## src/rtl/pipe_ctrl.sv

```systemverilog
// ============================================================================
// pipe_ctrl -- pipeline stall / flush / redirect controller
//
// Purpose:
//    Converts per-stage stall requests into a backward-propagating hold mask,
//    and turns exception entry / return events into a one-cycle flush pulse
//    with a redirect PC. After each flush, further exception events are masked
//    for FLUSH_HOLD cycles so the refilling pipeline cannot re-trigger.
//
// Parameters:
//    NSTAGE     number of pipeline stages (bit 0 = PC stage)
//    AW         PC / address width
//    FLUSH_HOLD cycles exception events stay masked after a flush (0..15)
//    WDOG_MAX   consecutive-stall limit for the watchdog (1..65535)
//
// Ports:
//    clk           in   rising-edge clock
//    rst           in   synchronous active-high reset
//    stallreq      in   [NSTAGE] bit i = stall request from stage i
//    excp_req      in   exception taken, redirect to excp_vec
//    excp_vec      in   [AW] exception handler address
//    excp_ret      in   exception return, redirect to epc
//    epc           in   [AW] return address
//    stall         out  [NSTAGE] per-stage hold, bit i freezes stage i
//    flush         out  one-cycle flush pulse
//    new_pc        out  [AW] redirect target, valid while flush=1
//    busy          out  controller is in FLUSH or HOLD
//    stall_timeout out  sticky watchdog flag
//
// Configuration:
//    PIPE_CTRL_WDOG_EN  when defined, builds the consecutive-stall watchdog;
//                       otherwise stall_timeout is tied to 0.
// ============================================================================
module pipe_ctrl #(
   parameter int NSTAGE     = 6,
   parameter int AW         = 32,
   parameter int FLUSH_HOLD = 2,
   parameter int WDOG_MAX   = 255
) (
   input  logic              clk,
   input  logic              rst,
   input  logic [NSTAGE-1:0] stallreq,
   input  logic              excp_req,
   input  logic [AW-1:0]     excp_vec,
   input  logic              excp_ret,
   input  logic [AW-1:0]     epc,
   output logic [NSTAGE-1:0] stall,
   output logic              flush,
   output logic [AW-1:0]     new_pc,
   output logic              busy,
   output logic              stall_timeout
);

   typedef enum logic [1:0] {
      IDLE  = 2'd0,
      FLUSH = 2'd1,
      HOLD  = 2'd2
   } state_t;

   localparam logic [3:0] HOLD_INIT = 4'(FLUSH_HOLD);

   // Reject parameter values the 4-bit hold counter / 16-bit watchdog
   // counter cannot represent.
   if (FLUSH_HOLD < 0 || FLUSH_HOLD > 15) begin : g_bad_flush_hold
      $error("pipe_ctrl: FLUSH_HOLD out of range 0..15");
   end
   if (WDOG_MAX < 1 || WDOG_MAX > 65535) begin : g_bad_wdog_max
      $error("pipe_ctrl: WDOG_MAX out of range 1..65535");
   end

   state_t            state;
   logic [3:0]        hold_cnt;
   logic [NSTAGE-1:0] stall_mask;

   // A stalled stage must also freeze every younger stage behind it, so the
   // mask is all ones from the highest requesting stage down to stage 0.
   always_comb begin
      logic acc;
      acc        = 1'b0;
      stall_mask = '0;
      for (int i = NSTAGE - 1; i >= 0; i--) begin
         acc           = acc | stallreq[i];
         stall_mask[i] = acc;
      end
   end

   // During a flush every stage is emptied, so holds are meaningless; reset
   // also silences all control outputs immediately.
   always_comb begin
      stall = (rst || state == FLUSH) ? '0 : stall_mask;
      flush = !rst && (state == FLUSH);
      busy  = !rst && (state != IDLE);
   end

   // Controller FSM. Events are only accepted in IDLE; exception entry wins
   // over exception return. The hold counter reaches zero on the same edge
   // that returns to IDLE, which gives HOLD exactly FLUSH_HOLD cycles.
   always_ff @(posedge clk) begin
      if (rst) begin
         state    <= IDLE;
         hold_cnt <= '0;
         new_pc   <= '0;
      end else begin
         case (state)
            IDLE: begin
               if (excp_req || excp_ret) begin
                  state  <= FLUSH;
                  new_pc <= excp_req ? excp_vec : epc;
               end
            end
            FLUSH: begin
               hold_cnt <= HOLD_INIT;
               if (FLUSH_HOLD == 0) begin
                  state <= IDLE;
               end else begin
                  state <= HOLD;
               end
            end
            HOLD: begin
               hold_cnt <= hold_cnt - 4'd1;
               if (hold_cnt == 4'd1) begin
                  state <= IDLE;
               end
            end
            default: begin
               state <= IDLE;
            end
         endcase
      end
   end

`ifdef PIPE_CTRL_WDOG_EN
   localparam logic [15:0] WDOG_LIMIT = 16'(WDOG_MAX);

   logic [15:0] wdog_cnt;
   logic        timeout_flag;

   // Counts consecutive stalled edges; any unstalled edge restarts the count.
   // The flag latches on the edge the count lands on the limit and only
   // reset clears it.
   always_ff @(posedge clk) begin
      if (rst) begin
         wdog_cnt     <= '0;
         timeout_flag <= 1'b0;
      end else if (|stall) begin
         if (wdog_cnt != WDOG_LIMIT) begin
            wdog_cnt <= wdog_cnt + 16'd1;
         end
         if (wdog_cnt == WDOG_LIMIT - 16'd1) begin
            timeout_flag <= 1'b1;
         end
      end else begin
         wdog_cnt <= '0;
      end
   end

   assign stall_timeout = timeout_flag;
`else
   assign stall_timeout = 1'b0;
`endif

endmodule

```

## config.mk

```make
export PLATFORM = sky130hd
export DESIGN_NAME = pipe_ctrl
export DESIGN_NICKNAME = d
export VERILOG_FILES = /design/src/rtl/pipe_ctrl.sv
export SDC_FILE = /design/constraint.sdc
export NUM_CORES = 1
export LEC_CHECK = 0
export ABC_AREA = 1
export BUFFER_PORTS_ARGS = -buffer_cell sky130_fd_sc_hd__buf_2
export CAP_MARGIN = 30
export CORE_AREA = 4 4 70 72
export DETAILED_ROUTE_END_ITERATION = 8
export DIE_AREA = 0 0 74 76
export PLACE_DENSITY = 0.83
export SYNTH_ARGS = -nofsm -noshare
export SYNTH_HDL_FRONTEND = slang
export SYNTH_SLANG_ARGS = --single-unit
```

## constraint.sdc

```tcl
create_clock -name clk -period 4.2 [get_ports clk]
set_input_delay 0.21 -clock clk [delete_from_list [all_inputs] [get_ports clk]]
set_output_delay 0.21 -clock clk [all_outputs]
set_load 0.1 [all_outputs]
```

Yosys cells after proc, flatten, opt, wreduce, memory -nomap -nowiden
Cells that the tools add are included.
{"block": "word_totals", "regBits": 38, "in_bits": 74, "wordCells": 30}
{"block": "op_classes", "add_sub_neg": 1, "eq_ne": 5, "mux": 6, "bitwise": 5, "reduce_logical": 10}
{"operator": "32-bit 2-to-1 mux", "n": 1}
{"operator": "4-bit one-hot mux with 2 select lines", "n": 1}
{"operator": "6-bit 2-to-1 mux", "n": 1}
{"operator": "2-bit one-hot mux with 3 select lines", "n": 1}
{"operator": "1-bit OR", "n": 5}
{"operator": "4-bit by 1-bit == test with 1-bit output (second input constant)", "n": 1}
{"operator": "2-bit 2-to-1 mux", "n": 2}
{"operator": "2-bit inequality test (second input constant)", "n": 2}
{"operator": "2-bit AND reduction", "n": 2}
{"operator": "2-bit nonzero test", "n": 2}
{"operator": "4-bit by 1-bit subtractor with 4-bit output (second input constant)", "n": 1}
{"operator": "2-bit by 1-bit == test with 1-bit output (second input constant)", "n": 1}
{"operator": "2-bit == test (second input constant)", "n": 1}
{"operator": "1-bit logical AND", "n": 2}
{"operator": "2-bit logical NOT", "n": 1}
{"operator": "1-bit logical OR", "n": 2}
{"operator": "1-bit logical NOT", "n": 1}

Logic depth before layout (Yosys ltp)
Gate-level depths: netlist of run 1.
{"block": "logic_depth", "word_depth": 6, "depth_mapped": 7}

Worst setup path after synthesis of run 1
No wires, ideal clock.
{"block": "synth_path", "path_type": "register -> output", "from": "reg state[1]", "to": "out stall[2]", "arrival_time_ns": 2.284, "required_time_ns": 3.990, "slack_ns": 1.706, "stages_incl_launch_ff": 6, "cell_sequence": "dfxtp_1 > inv_1 > ha_1 > inv_1 > nand2_1 > a31oi_1"}
{"block": "synth_between", "elab_chain_len": 3}
{"item": "start, declared", "line": "71", "source": "state_t state;"}
{"item": "start signal, assigned", "line": "100", "source": "state <= IDLE;"}
{"item": "start signal, assigned", "line": "107", "source": "state <= FLUSH;"}
{"item": "start signal, assigned", "line": "114", "source": "state <= IDLE;"}
{"item": "2-bit by 1-bit == test with 1-bit output", "line": "90", "source": "stall = (rst || state == FLUSH) ? '0 : stall_mask;"}
{"item": "1-bit logical OR", "line": "90"}
{"item": "6-bit 2-to-1 mux", "line": "90"}
{"item": "end, declared", "line": "47", "source": "output logic [NSTAGE-1:0] stall,"}
Every way passes these cells.

Worst setup path after layout of run 1
{"block": "layout_path", "from": "in rst", "to": "out stall[2]"}
{"block": "layout_between", "elab_chain_len": 2}
{"item": "start, declared", "line": "41", "source": "input logic rst,"}
{"item": "1-bit logical OR", "line": "90"}
{"item": "6-bit 2-to-1 mux", "line": "90"}
Every way passes these cells.

==> impl_metrics.ini, run 1 <==
[cts]
cts.sinks = 38
cts_made_buffers = 5
h-tree-depth = 2
tritoncts = yes
cts_setup_buffers = 0
insertion_delay_ns = 0.29
clock_path_buffers = 2
clk_pin_slew_ns = 0.07
ctsHoldBuffers = 0
cts_root_buffer = clkbuf_8
cts_resized = 0

[route]
routed_wl_mm = 4.94
drt_pass1_iterations = 4
drtAntennaViolNets = 0
vias = 2149
wl_per_cell_um = 10.6
drcViolationCount = 0
viasPerCell = 4.62
drt-initial-drc-count = 96

[worst_hold_path]
hp-class = in -> reg
worstHoldStart = rst

[setup_path]
required_ns = 3.99
cp-end-kind = primary output
rr_endpoint = new_pc[15]$_SDFFE_PP0P_
crit_slowest_cell = inv_1
arrival_ns = 1.84
worstSetupStartpointType = primary input
cpPeakStageDelay_ns = 0.58
cp-startpoint = rst
path_depth = 5
crit_family = buffers and inverters
path_cells = buf_2 > inv_1 > nand2_1 > a31oi_1 > buf_2
rr_startpoint = state[0]$_SDFFE_PP0P_
cp-endpoint = stall[2]
crit_top_cell = buf_2
reg2reg_slack_ns = 2.41
cp_num_buf_inv = 3
reg2regPathDepth = 6
path_max_fanout = 34
critPathKind = in -> out

[final_layout]
drive_above_1_share_pct = 30.3
nNetsFinal = 491
area_growth_pct = 31.7
fin_area_um2 = 2560
diodes = 0
final_cell_count_no_fill = 465

[yosys]
ys_ff_latch = 38
synth_warnings = 0
synth_edf_count = 0
synth.distinct_cells = 19
ys_async_sr_fraction_pct = 0
synth.most_common_cell = nand2_1
avgSynthCellArea_um2 = 6.32
syn_inst = 308
synth_top_area_share_pct = 39.1
synth_ff_type = dfxtp_1
yosys-top-cells-count = nand2_1 (110), nor2_1 (75), dfxtp_1 (38)
netlist_area_um2 = 1950
ys_seq_area_share_pct = 39.1
synth_fp_nets = 387
synth_top_area_cell = dfxtp_1
ys_top_cells_by_area = dfxtp_1 (39%), nand2_1 (21%), nor2_1 (14%)

[flow_run]
cap_violations = 0

[floorplan]
fp.dieW_um = 74
start_util_pct = 45.3
dieHeight_um = 76
io_pins = 115
core_um2 = 4290
placementRows = 24
dieArea_um2 = 5620

[sta]
tightest_slew_ns = 0.800
fmax_mhz = 488
finalCritPeriodShare_pct = 48.8
period_needed_ns = 2.05
skew_ns = 0.00786
whs_ns = 0.141
fin_ws_ns = 2.15
setup_tns_ns = 0
hold_violations = 0
maxSlewHeadroom_pct = 46.6
drv_slew = 0
rsz0062_at_grt = false
setup_viol = 0

[global_routing]
gr-total-overflow = 0
grt_pass1_vias = 1887
antenna_found_initial = 0
grt_max_degree = 36
grt_pass1_wl_mm = 8.12
grt_usage_pct = 18.0

[power]
internal_power_mw = 0.682
p_per_area_nw_per_um2 = 555
swShare_pct = 52.1
peakVddDrop_mv = 0.241
p_leak_nw = 1.47
p_sw_mw = 0.741
p_seq_share_pct = 31.6
p_comb_share_pct = 50.1
p_clk_share_pct = 18.2

[placed_design]
placed_area_um2 = 2470
post-place-ws_ns = 2.13
hpwlAfterDp_mm = 3.70
gp_congestion = 0.783
placedCellCount = 457
io_buffers = 113

[status]
outcome = complete, no violations
## cell usage in the layout (no fill, tap or decap), types with 2 or more instances in the layout
cell,n
a21oi_1,7
a31oi_1,2
buf_2,113
clkbuf_8,6
dfxtp_1,38
ha_1,5
inv_1,12
inv_2,2
nand2_1,110
nand3_1,2
nor2_1,75
o21ai_0,33
## layout make-up
type / count / area [um^2]
clock buffer: 6 / 82.6
clock inverter: 2 / 12.5
fill: 400 / 1730
inverter: 14 / 52.6
multi-input combinational: 239 / 1020
sequential: 38 / 761
tap: 52 / 65.1
timing repair buffer: 114 / 573
## layer usage
metal	vias to the layer above	GRT usage [%]	share of wire [%]
met2	69	30.9	49
met5	-	0	0
met3	8	4.75	8.6
li1	1156	-	-
met4	0	6.52	1.5
met1	916	21.0	41
## through the flow
stage | util [%] | power [mW]
2_1_floorplan | - | 1.06
3_3_place_gp | 57.5 | 1.17
3_5_place_dp | 57.5 | 1.18
4_1_cts | 59.7 | 1.44
5_1_grt | 59.7 | 1.50
6_report | 59.7 | 1.42
## worst reg2reg max path, cell delays in order, from the launching register on
cell	delay, ns
dfxtp_1	0.36
inv_1	0.07
ha_1	0.25
o21ai_4	0.28
inv_2	0.43
nor2_1	0.21
nor2_1	0.06
## power groups by stage
stage	clock [mW]	combinational, mW	sequential (mW)
2_1_floorplan	0	0.262	0.801
4_1_cts	0.268	0.718	0.451
3_5_place_dp	0	0.717	0.459
5_1_grt	0.283	0.764	0.458
6_report	0.260	0.713	0.450
3_3_place_gp	0	0.709	0.456
## cells by family (layout without fill, tap and decap cells)
logic type | count (synthesis) | count (layout) | synth area share, %
AOI/OAI and AO/OA | 43 | 43 | 11.8
adders and majority gates | 5 | 5 | 3.21
buffers and inverters | 31 | 136 | 8.68
DFF | 38 | 38 | 39.1
other | 1 | 1 | 0.193
and+or+nand+nor | 190 | 190 | 37.1
## flip-flops by register name, summed over array words and instances, names as in the netlist
| name | flops |
|---|---|
| state | 2 |
| hold_cnt | 4 |
| new_pc | 32 |
## worst min path at each step
stage,to,cells after the start
final,hold_cnt[1]$_SDFFE_PP0P_,2
after global routing,hold_cnt[1]$_SDFFE_PP0P_,2
after CTS,hold_cnt[1]$_SDFFE_PP0P_,2
after detailed placement,hold_cnt[1]$_SDFFE_PP0P_,2
after global placement,hold_cnt[1]$_SDFFE_PP0P_,2
after floorplan,hold_cnt[1]$_SDFFE_PP0P_,1
Note: power is estimated with default switching activity, not from simulation.
==> run 2, diff against run 1 <==
- CORE_AREA: 4 4 70 72 -> 4 4 76 78
- DIE_AREA: 0 0 74 76 -> 0 0 80 82
- PLACE_DENSITY: 0.83 -> 0.74
- clock period: 4.2 -> 1.7 ns (I/O delays scaled with it)
==> impl_metrics.ini, run 2 (synthesis gave the netlist of run 1 again) <==
[sta]
drv_slew = 0
fmax_mhz = 631
whs_ns = 0.0555
maxSlewHeadroom_pct = 64.7
finalCritPeriodShare_pct = 93.2
rsz0062_at_grt = false
setup_tns_ns = 0
setup_viol = 0
period_needed_ns = 1.59
tightest_slew_ns = 0.529
skew_ns = 0.00516
hold_violations = 0

[floorplan]
placementRows = 26
io_pins = 115
fp.dieW_um = 80
core_um2 = 5070
start_util_pct = 38.4
dieArea_um2 = 6560
dieHeight_um = 82

[cts]
clk_pin_slew_ns = 0.07
cts_root_buffer = clkbuf_8
cts_made_buffers = 5
tritoncts = yes
insertion_delay_ns = 0.28
cts.sinks = 38
clock_path_buffers = 2
cts_setup_buffers = 0
h-tree-depth = 2

[setup_path]
cp-end-kind = primary output
path_max_fanout = 3
required_ns = 1.62
worstSetupStartpointType = register
arrival_ns = 1.50
critPathKind = reg -> out
reg2regPathDepth = 7

[power]
p_comb_share_pct = 51.9
swShare_pct = 51.1
p_leak_nw = 1.54
power_mw = 3.63
p_sw_mw = 1.86
p_seq_share_pct = 30.7
peakVddDrop_mv = 0.533
p_per_area_nw_per_um2 = 1310
internal_power_mw = 1.78
p_clk_share_pct = 17.4

[route]
drcViolationCount = 0
routed_wl_mm = 5.27
drt-initial-drc-count = 68
viasPerCell = 4.47
drtAntennaViolNets = 0
vias = 2183
drt_pass1_iterations = 4
wl_per_cell_um = 10.8

[placed_design]
hpwlAfterDp_mm = 4.02
io_buffers = 113
gp_congestion = 0.707
placedCellCount = 480
placed_area_um2 = 2640

[final_layout]
largestRegisters = new_pc x32, hold_cnt x4, state x2
fin_area_um2 = 2780
area_growth_pct = 42.9
final_cell_count_no_fill = 488
drive_above_1_share_pct = 33.3
nNetsFinal = 496
top_register = new_pc
layout_common_cells = nand2_1 (109), buf_2 (107), nor2_1 (71)
final_common_cell = nand2_1
diodes = 0
largest_reg_flops = 32

[global_routing]
grt_pass1_wl_mm = 8.13
gr-total-overflow = 0
grt_usage_pct = 15.3
grt_pass1_vias = 1861
antenna_found_initial = 0
grt_max_degree = 34

[worst_hold_path]
hp-class = in -> reg
hold_depth = 2

[flow_run]
cap_violations = 0

[status]
outcome = complete, no violations
[run 2: cell types whose count changed in the layout (fill, tap and decap cells not counted), sizes merged]
cell / previous run / this run
buf: 114 / 119
[run 2: worst max-delay path, stage by stage (launching register included)]
cell	delay (ns)
dfxtp_1	0.36
inv_1	0.07
ha_1	0.26
nor2_2	0.11
buf_2	0.42
[run 2: area by class of cell]
cell class	instances	area (um^2)
fillers	532	2290
clock inverters	2	12.5
inverters	14	52.6
flip-flops and latches	38	762
multi-input cells	239	1070
clock buffers	6	82.6
repair buffers	119	713
well taps	70	87.6
[run 2: path summary, 6_finish.rpt]
path,startpoint,slack (ns),to
worst max register to register,state[0]$_SDFFE_PP0P_,0.22,hold_cnt[3]$_SDFFE_PP0P_
worst min register to register,new_pc[18]$_SDFFE_PP0P_,0.48,new_pc[18]$_SDFFE_PP0P_
worst max-delay path,state[0]$_SDFFE_PP0P_,0.11,busy
worst min-delay path,rst,0.06,state[1]$_SDFFE_PP0P_
[run 2: power by group through the flow]
stage / registers (mW) / logic [mW] / clock network [mW]
2_1_floorplan: 1.98 / 0.652 / 0
3_3_place_gp: 1.13 / 1.85 / 0
3_5_place_dp: 1.13 / 1.88 / 0
4_1_cts: 1.12 / 1.88 / 0.657
5_1_grt: 1.14 / 2.00 / 0.698
6_report: 1.11 / 1.89 / 0.631
[run 2: stage by stage]
stage	worst slack [ns]	utilization (%)
floorplan	-0.614	-
global placement	0.326	52.0
detailed placement	0.233	52.0
CTS	-0.0223	53.9
global route	0.0387	54.8
finish	0.115	54.8
[run 2: what timing repair did]
action                     CTS  global route
setup endpoints to repair    2             6
gates resized for setup      0            11
hold buffers                 0             0
gates cloned                 0             0
[run 2: routing by layer]
layer / part of all wire (%) / vias to the layer above / GRT usage (%)
met2: 49 / 76 / 27.8
met5: 0 / - / 0
li1: - / 1166 / -
met3: 8.1 / 2 / 3.18
met4: 0.47 / 0 / 3.55
met1: 42 / 939 / 18.5
==> run 3, diff against run 2 <==
- ABC_AREA: 1 -> not set
- CORE_AREA: 4 4 76 78 -> 4 4 71 73
- DIE_AREA: 0 0 80 82 -> 0 0 75 77
- MAX_ROUTING_LAYER: not set -> met4
- PLACE_DENSITY: 0.74 -> 0.83
- clock period: 1.7 -> 2.1 ns (I/O delays scaled with it)
==> impl_metrics.ini, run 3 <==
[final_layout]
layout_common_cells = buf_2 (113), nor2_1 (38), dfxtp_1 (38)
diodes = 0
top_register = new_pc
drive_above_1_share_pct = 53.8
largest_reg_flops = 32
nNetsFinal = 382
largestRegisters = new_pc x32, hold_cnt x4, state x2
final_common_cell = buf_2
fin_util_pct = 61.5
area_growth_pct = 31.8

[setup_path]
cp-startpoint = state[1]$_SDFFE_PP0P_
rr_endpoint = new_pc[7]$_SDFFE_PP0P_
critPathKind = reg -> out
cp-end-kind = primary output
path_max_fanout = 5
required_ns = 2.00
arrival_ns = 1.82
worstSetupStartpointType = register
rr_startpoint = state[0]$_SDFFE_PP0P_
reg2reg_slack_ns = 0.52
reg2regPathDepth = 6

[placed_design]
post-place-ws_ns = 0.487
gp_congestion = 0.774
io_buffers = 113
hpwlAfterDp_mm = 3.81

[cts]
cts_made_buffers = 5
clock_path_buffers = 2
cts_resized = 0
cts_root_buffer = clkbuf_8
cts_setup_buffers = 0
h-tree-depth = 2
cts.sinks = 38
tritoncts = yes
clk_pin_slew_ns = 0.07
insertion_delay_ns = 0.28
ctsHoldBuffers = 0

[route]
drt_pass1_iterations = 4
drtAntennaViolNets = 0
viasPerCell = 5.10
vias = 1809
drt-initial-drc-count = 95
drcViolationCount = 0
wl_per_cell_um = 13.6
routed_wl_mm = 4.84

[flow_run]
cap_violations = 0

[sta]
maxSlewHeadroom_pct = 54.8
tightest_slew_ns = 0.672
fmax_mhz = 519
hold_violations = 0
setup_viol = 0
period_needed_ns = 1.93
finalCritPeriodShare_pct = 91.7
drv_slew = 0
rsz0062_at_grt = false
whs_ns = 0.190
skew_ns = 0.00139
fin_ws_ns = 0.174

[yosys]
synth.distinct_cells = 31
ys_seq_area_share_pct = 37.5
ys_top_cells_by_area = dfxtp_1 (37%), a211oi_2 (20%), mux2i_1 (16%)
syn_inst = 197
synth_ff_type = dfxtp_1
avgSynthCellArea_um2 = 10.3
ys_ff_latch = 38
yosys-top-cells-count = dfxtp_1 (38), nor2_1 (38), a211oi_2 (33)
netlist_area_um2 = 2030
synth_fp_nets = 276
synth_edf_count = 0
synth_top_area_share_pct = 37.5
synth_top_area_cell = dfxtp_1
ys_async_sr_fraction_pct = 0
synth_warnings = 0

[global_routing]
grt_usage_pct = 17.0
grt_pass1_wl_mm = 7.41
gr-total-overflow = 0
grt_max_degree = 63
grt_pass1_vias = 1689
antenna_found_initial = 0

[floorplan]
io_pins = 115
placementRows = 24
start_util_pct = 46.6
dieArea_um2 = 5780
dieHeight_um = 77
fp.dieW_um = 75
core_um2 = 4350

[worst_hold_path]
worstHoldStart = epc[17]
min_to = new_pc[17]$_SDFFE_PP0P_
hold_depth = 3
hp-class = in -> reg

[power]
p_per_area_nw_per_um2 = 1160
power_mw = 3.11
peakVddDrop_mv = 0.615
p_leak_nw = 1.31

[status]
outcome = complete, no violations
## run 3: layout make-up
cell class | count | area [um^2]
inverters | 5 | 18.8
multi-input cells | 136 | 1140
well taps | 52 | 65.1
clock inverters | 2 | 10.0
fillers | 399 | 1680
flip-flops and latches | 38 | 761
repair buffers | 117 | 608
clock buffers | 5 | 68.8
## run 3: critical path, cell delays in order, from the launching register on
cell and delay (ns):
dfxtp_1 0.33, inv_1 0.07, ha_1 0.23, nor2_1 0.26, a21boi_2 0.21, buf_2 0.43
## run 3: cells by family (layout without fill, tap and decap cells)
| logic type | after synthesis | count (layout) | share of synthesized area, % |
|---|---|---|---|
| muxes | 33 | 33 | 16.3 |
| and+or+nand+nor | 49 | 49 | 10.5 |
| other | 1 | 1 | 0.185 |
| buffers and inverters | 23 | 129 | 7.09 |
| AOI/OAI and AO/OA | 48 | 48 | 25.4 |
| DFF | 38 | 38 | 37.5 |
| adders and majority gates | 5 | 5 | 3.08 |
## run 3: where the power goes
part	internal [mW]	total, mW	leakage, nW	switching, mW
logic	0.366	1.75	0.954	1.38
registers	0.849	0.908	0.315	0.0599
clock network	0.222	0.453	0.0438	0.231
total	1.44	3.11	1.31	1.67
## run 3: how the worst max path moves through the flow
stage / slack [ns] / depth (start not counted) / to
finish: 0.17 / 5 / stall[0]
global route: 0.1 / 5 / stall[0]
CTS: 0.16 / 5 / stall[0]
detailed placement: 0.49 / 5 / stall[0]
global placement: 0.56 / 5 / stall[0]
floorplan: -0.14 / 4 / stall[1]
## run 3: per-layer routing
metal  wire [um]  up-vias  global-route usage [%]
met3         499        6                    5.75
met1        1740      825                    17.1
met4          42        0                    4.98
met5           0        -                       -
li1            -      910                       -
met2        2560       68                    30.2
## run 3: per-stage QoR
stage          TNS, ns  area, um^2  cells
2_1_floorplan   -0.141        2050    197
6_report             0        2680    355
5_1_grt              0        2680    355
3_5_place_dp         0        2600    348
4_1_cts              0        2680    355
3_3_place_gp         0        2600    348
